### config.mk
export PLATFORM = sky130hd
export DESIGN_NAME = pulse_stretcher
export DESIGN_NICKNAME = d
export VERILOG_FILES = /design/src/rtl/pulse_stretcher.sv
export SDC_FILE = /design/constraint.sdc
export NUM_CORES = 1
export LEC_CHECK = 0
export ABC_AREA = 1
export CAP_MARGIN = 20
export CELL_PAD_IN_SITES_DETAIL_PLACEMENT = 0
export CELL_PAD_IN_SITES_GLOBAL_PLACEMENT = 1
export CORE_AREA = 3 3 49 51
export CTS_BUF_LIST = sky130_fd_sc_hd__clkbuf_4
export DETAILED_ROUTE_END_ITERATION = 10
export DIE_AREA = 0 0 52 54
export GPL_TIMING_DRIVEN = 0
export HOLD_SLACK_MARGIN = 0.12
export PLACE_DENSITY_LB_ADDON = 0.1
export SETUP_SLACK_MARGIN = 0.5
export SYNTH_ARGS = -nofsm -noshare
export SYNTH_HDL_FRONTEND = slang
export SYNTH_SLANG_ARGS = --single-unit
### constraint.sdc
create_clock -name clk -period 1.88 [get_ports clk]
set_input_delay 0.47 -clock clk [delete_from_list [all_inputs] [get_ports clk]]
set_output_delay 0.47 -clock clk [all_outputs]
set_load 0.02 [all_outputs]
### src/rtl/pulse_stretcher.sv
// pulse_stretcher
// Turns single-cycle event strobes into WIDTH-cycle output pulses separated
// by at least GAP low cycles. Strobes that arrive while a pulse (or its
// recovery gap) is in progress are counted in `pending` and replayed in
// order. When the counter is full, further strobes are lost and flagged on
// `drop` for one cycle each.

module pulse_stretcher #(
    parameter int WIDTH = 4,
    parameter int GAP   = 2,
    parameter int CNT_W = 4
) (
    input  logic             clk,
    input  logic             rst_n,
    input  logic             in,
    output logic             out,
    output logic             busy,
    output logic [CNT_W-1:0] pending,
    output logic             drop
);

    // The phase counter must hold max(WIDTH,GAP)-1.
    localparam int MAX_LEN = (WIDTH > GAP) ? WIDTH : GAP;
    localparam int CW      = (MAX_LEN > 1) ? $clog2(MAX_LEN) : 1;

    localparam logic [1:0] ST_IDLE = 2'd0;
    localparam logic [1:0] ST_HIGH = 2'd1;
    localparam logic [1:0] ST_GAP  = 2'd2;

    localparam logic [CW-1:0]    CNT_ZERO  = {CW{1'b0}};
    localparam logic [CW-1:0]    CNT_ONE   = CW'(1);
    localparam logic [CW-1:0]    CNT_HIGH  = CW'(WIDTH - 1);
    localparam logic [CW-1:0]    CNT_GAP   = CW'(GAP - 1);
    localparam logic [CNT_W-1:0] PEND_ZERO = {CNT_W{1'b0}};
    localparam logic [CNT_W-1:0] PEND_ONE  = CNT_W'(1);
    localparam logic [CNT_W-1:0] PEND_MAX  = {CNT_W{1'b1}};

    logic [1:0]       state_r;
    logic [1:0]       state_s;
    logic [CW-1:0]    cnt_r;
    logic [CW-1:0]    cnt_s;
    logic [CNT_W-1:0] pending_r;
    logic [CNT_W-1:0] pending_s;
    logic             drop_r;
    logic             drop_s;
    logic             out_r;
    logic             busy_r;
    logic             inc_s;
    logic             dec_s;

    // Phase sequencing: decide the next state/counter and whether this
    // cycle queues an event (inc) or consumes a queued one (dec).
    always_comb begin
        state_s = state_r;
        cnt_s   = cnt_r;
        inc_s   = 1'b0;
        dec_s   = 1'b0;
        case (state_r)
            ST_IDLE: begin
                // A strobe in IDLE starts a pulse directly; nothing is queued.
                if (in) begin
                    state_s = ST_HIGH;
                    cnt_s   = CNT_HIGH;
                end else begin
                    cnt_s   = CNT_ZERO;
                end
            end
            ST_HIGH: begin
                inc_s = in;
                if (cnt_r == CNT_ZERO) begin
                    state_s = ST_GAP;
                    cnt_s   = CNT_GAP;
                end else begin
                    cnt_s   = cnt_r - CNT_ONE;
                end
            end
            ST_GAP: begin
                if (cnt_r == CNT_ZERO) begin
                    // Last gap cycle: a queued event or a fresh strobe
                    // restarts HIGH at once. A fresh strobe with a non-empty
                    // queue joins the queue while the oldest one leaves, so
                    // the count is unchanged and nothing can be dropped.
                    if ((pending_r != PEND_ZERO) || in) begin
                        state_s = ST_HIGH;
                        cnt_s   = CNT_HIGH;
                        dec_s   = (pending_r != PEND_ZERO) && !in;
                    end else begin
                        state_s = ST_IDLE;
                        cnt_s   = CNT_ZERO;
                    end
                end else begin
                    inc_s = in;
                    cnt_s = cnt_r - CNT_ONE;
                end
            end
            default: begin
                state_s = ST_IDLE;
                cnt_s   = CNT_ZERO;
            end
        endcase
    end

    // Pending-event accounting with saturation; a lost event raises drop.
    always_comb begin
        pending_s = pending_r;
        drop_s    = 1'b0;
        if (inc_s) begin
            if (pending_r == PEND_MAX) begin
                drop_s = 1'b1;
            end else begin
                pending_s = pending_r + PEND_ONE;
            end
        end else if (dec_s) begin
            pending_s = pending_r - PEND_ONE;
        end else begin
            pending_s = pending_r;
        end
    end

    // State, counters and flag registers; outputs are registered from the
    // next state so they match the state register and never glitch.
    always_ff @(posedge clk or negedge rst_n) begin
        if (!rst_n) begin
            state_r   <= ST_IDLE;
            cnt_r     <= CNT_ZERO;
            pending_r <= PEND_ZERO;
            drop_r    <= 1'b0;
            out_r     <= 1'b0;
            busy_r    <= 1'b0;
        end else begin
            state_r   <= state_s;
            cnt_r     <= cnt_s;
            pending_r <= pending_s;
            drop_r    <= drop_s;
            out_r     <= (state_s == ST_HIGH);
            busy_r    <= (state_s != ST_IDLE);
        end
    end

    assign out     = out_r;
    assign busy    = busy_r;
    assign pending = pending_r;
    assign drop    = drop_r;

endmodule
# Word level (Yosys, flattened, before mapping)
# Cells that the tools add are included.
[word_totals]
ff_bits = 11
output_inout_bits = 7
in_bits = 3
wordCells = 43
[classes]
muxes = 20
reduce_logical = 9
eq_ne = 5
addsub = 3
[op_table]
columns = ["cell", "n"]
rows = [
  ["2-to-1 mux 2 bit", 7],
  ["2-to-1 mux 4 bit", 3],
  ["case mux 2 bit (3 select lines)", 2],
  ["2-to-1 mux 1 bit", 7],
  ["adder 4 x 1 -> 4 bit (second input constant)", 1],
  ["equality test 2 x 1 -> 1 bit (second input constant)", 2],
  ["equality test 4 bit (second input constant)", 1],
  ["zero test 2 bit", 2],
  ["nonzero test 2 bit", 2],
  ["nonzero test 4 bit", 1],
  ["subtractor 4 x 1 -> 4 bit (second input constant)", 1],
  ["equality test 2 bit (second input constant)", 1],
  ["inequality test 2 bit (second input constant)", 1],
  ["case mux 1 bit (2 select lines)", 1],
  ["AND reduction 2 bit", 1],
  ["subtractor 2 x 1 -> 2 bit (second input constant)", 1],
  ["logical AND 1 bit", 1],
  ["zero test 1 bit", 1],
  ["logical OR 1 bit", 1],
]

# Logic depth before layout (Yosys ltp)
[logic_depth]
ltp_word = 7
depth_mapped = 14
depth_no_buf = 14

# Worst setup path before layout
# No wires, ideal clock.
[synth_timing]
path_kind = "register to register"
from = "reg state_r[0]"
to = "reg pending_r[3] (netlist: pending[3])"
setup_slack_ns = -0.052
period_less_slack_ns = 1.932
arrival_time_ns = 1.814
required_time_ns = 1.763
stages_incl_launch_ff = 15
n_path_buf = 0
path_cell_list = "dfrtp_1 -> inv_1 -> ha_1 -> inv_2 -> nand2_2 -> nand3_4 -> ha_1 -> a21oi_1 -> nand2_1 -> nand2_2 -> inv_2 -> nor2_2 -> nand2_1 -> nand2_1 -> nand2_1"
[synth_via]
elab_chain_len = 4
elab_cells_between_ends = 8
cone_classes = "eq/ne: 3; mux: 3; reduce/logical: 2"
[synth_lines]
columns = ["item", "line_no", "text"]
rows = [
  ["start, declared", "38", "logic [1:0] state_r;"],
  ["start signal, assigned", "131", "state_r <= state_s;"],
  ["equality test 2 bit / equality test 2 x 1 -> 1 bit (equally long branches)", "58", "case (state_r)"],
  ["case mux 1 bit (2 select lines) / 2-to-1 mux 1 bit (equally long branches)", "58", ""],
  ["inequality test 2 bit (no source line) / nonzero test 2 bit (equally long branches)", "--", ""],
  ["AND reduction 2 bit (no source line)", "--", ""],
  ["end signal, assigned", "133", "pending_r <= pending_s;"],
  ["end, declared", "42", "logic [CNT_W-1:0] pending_r;"],
]
# Several ways; a longest one is shown, not always the timed one.
# A chain may end at the register's enable or synchronous reset.

# Final worst setup path
[layout_timing]
from = "reg state_r[0]"
to = "reg pending_r[2] (netlist: pending[2])"
# Same word-level chain as after synthesis.

==> qor.txt <==
Status: complete, but fails checks
Failing checks: negative setup slack
Hold Crit Depth: 2
Area growth from synthesis to layout: 40.35%
Worst-Skew Late Latency: 0.26 ns
Top cells by area, synth: dfrtp_1, ha_1, nand2_1
Slack of the critical path: -0.04269 ns
Routed length per instance: 10.56 um
Setup WS pre-CTS: -0.4414 ns
Initial Utilization: 0.3630
Num rows: 16
Clock sinks: 11
Core Util, Final: 0.5095
Initial antenna violation count: 0
R2R depth: 11
Largest net degree at the start of global routing: 12
Netlist cell types: 24
R2R Path Start: state_r[0]
Vias: 604
CP Class: reg2reg
Worst hold path type: reg2reg
Count of pins over their slew limit: 0
Gr usage total: 0.1154
Chip width: 52 um
Pwr/cell area: 1847 nW/um2
Minimum clock period after layout: 1.923 ns
Top_reg_cell synth: dfrtp_1
Chip Height: 54 um
Data arrival, critical path: 2.07 ns
Post-synth net total: 95
Ys Warns: 0
GP Congestion: 0.8157
Max Clock Skew: 0.002716 ns
# setup viols final: 3
Top Metal Used: met4
CP Data Required Time: 2.03 ns
First-pass GRT wire length: 2435 um
DIE AREA: 2808 um2
Slew HR: 0.6910
CP Capture Type: register
I/O Buffers: 9
Fin nets: 115
DR DRC count: 0
Share of layout cells above drive strength 1: 0.4135
Max-cap viol count: 0
Mapped Cells: 85
Worst path slowest cell: dfrtp_1
Number of global-route vias before repair: 580
Final cell count without fillers: 131
Largest stage delay, worst path: 0.40 ns
Async set or reset register ratio after synthesis: 1.000
Hold_buf cts: 0
Routed length on met3: 20 um
DR WL met2: 576 um
GRT overflow: 0
Clk slew on worst S/H paths: 0.07 ns
Synth Register Bits: 11
Top-area cell type share of the netlist area: 0.3826
CTS Buffer Depth: 2
Maximum vdd drop: 0.0008434 V
Hold EP: pending[3]
Placed cells: 121
Multi-input logic area: 476.7 um2
Setup crit start kind: register
Met1 Wirelength: 773 um
Register area: 276.5 um2
Leak pwr: 0.4838 nW
HPWL Detailed: 1074 um
CTS tree: done
Final Hold Fails: 0
Worst R2R Setup Slack: -0.04 ns
Measured slew at the worst slew-check pin: 0.4620 ns
Routed Antenna Nets: 0
Post-synthesis sequential area ratio: 0.3826
# fillers: 194
First-pass iteration count of the detailed router: 3
H-tree levels: 1
Synthesized area: 719.4 um2
Yosys top cell by area: dfrtp_1
Most common cell in the netlist: nand2_1
Commonest cells post-synth: nand2_1, dfrtp_1, inv_1
Post-synth EDFFs: 0
Reg-to-Reg End: pending[2]
I/O pin count: 10
CP Cell Sequence: inv_2 -> ha_4 -> nand2_4 -> clkinv_4 -> nand3_4 -> buf_4 -> buf_6 -> fa_2 -> xor2_1 -> nand2_1 -> o21ai_1
Ant. Diodes: 0
Cts bufs inserted: 3
Post-route clock period utilization: 1.023
Average size of a mapped cell: 8.464 um2
Starting DRT DRC Count: 6
Worst Hold Launch: pending[3]
Routed vias/inst: 4.611
Core Footprint: 1982 um2
Root Driver: clkbuf_4
DRT Wirelength: 1384 um
Setup repair after global routing missed its margin: yes
Worst Path Max Fanout: 3
Fmax: 520.1 MHz
-- where the power goes --
| group | switching [mW] | internal, mW | leakage [nW] |
|---|---|---|---|
| clock | 0.0695 | 0.0963 | 0.0184 |
| combinational | 0.708 | 0.526 | 0.330 |
| sequential | 0.118 | 0.347 | 0.136 |
-- worst max-delay path: cells and delay by family, from the launching register on --
family / cells / cell delay (ns)
AOI/OAI and AO/OA: 1 / 0.06
xor gates and xnor gates: 1 / 0.16
adders and majority gates: 2 / 0.60
buffers and inverters: 4 / 0.41
DFF: 1 / 0.40
and+or+nand+nor: 3 / 0.17
-- registers in the layout, indices dropped and copies added, names as in the netlist --
name	flops
pending	4
cnt_r	2
state_r	2
busy	1
drop	1
out	1
-- worst max path at each step --
stage | end | cells past startpoint | from | slack [ns]
after detailed placement | pending[3] | 13 | in | -0.44
after CTS | pending[3] | 14 | state_r[0] | -0.01
final | pending[2] | 11 | state_r[0] | -0.04
after global routing | pending[3] | 14 | state_r[0] | -0.16
after floorplan | pending[3] | 14 | state_r[1] | 0.07
after global placement | pending[3] | 13 | in | -0.43
-- cell usage in the layout, fill, tap and decap left out, types with 2 or more instances in the layout --
cell / count
inv_2: 6
clkbuf_4: 4
o21ai_1: 4
ha_1: 3
clkdlybuf4s15_2: 4
inv_1: 7
nand2_1: 15
nor2_1: 4
nand2_2: 3
a21oi_1: 3
buf_4: 4
ha_4: 3
clkbuf_2: 2
nor2_4: 3
dlygate4sd2_1: 2
nand2_4: 4
dfrtp_1: 10
buf_6: 2
xor2_1: 2
nand3_1: 6
-- kinds of logic (layout without fill, tap and decap cells) --
| family | count (synthesis) | in the layout | share of synthesized area |
|---|---|---|---|
| adder cells (fa/ha/maj) | 7 | 7 | 0.1322 |
| flip-flops | 11 | 11 | 0.3826 |
| XOR/XNOR | 2 | 2 | 0.02435 |
| buffers and inverters | 14 | 33 | 0.07478 |
| AND/OR/NAND/NOR | 40 | 40 | 0.2939 |
| AO/OA/AOI/OAI | 11 | 11 | 0.09218 |
-- final cells by class --
type / instances / area share
multi-input combinational: 60 / 0.4721
sequential: 11 / 0.2739
timing repair buffer: 15 / 0.1338
inverter: 14 / 0.05700
tap: 27 / 0.03346
clock buffer: 4 / 0.02974
-- metal layers --
metal  global-route usage  vias to the layer above
met5                    0                        -
met4              0.06550                        0
met3              0.01108                        2
met2               0.1590                        5
met1               0.1726                      283
li1                     -                      314
-- timing repair --
action                                  4_1_cts  5_1_grt
resized for setup                            29        8
pin swaps                                     3        2
endpoints found under the setup margin       14       14
setup buffers                                 5        1
-- metrics by stage --
step / area (um2) / total power, mW / hold slack (ns) / setup TNS, ns
floorplan: 762.0 / 1.237 / 0.1744 / 0
global placement: 885.9 / 1.532 / 0.5114 / -0.8365
CTS: 997.2 / 1.827 / 0.5298 / -0.01185
global route: 1010 / 2.025 / 0.5534 / -0.3924
detailed placement: 885.9 / 1.527 / 0.5152 / -0.8314
finish: 1010 / 1.865 / 0.5218 / -0.05991
Note: power is estimated with default switching activity, not from simulation.
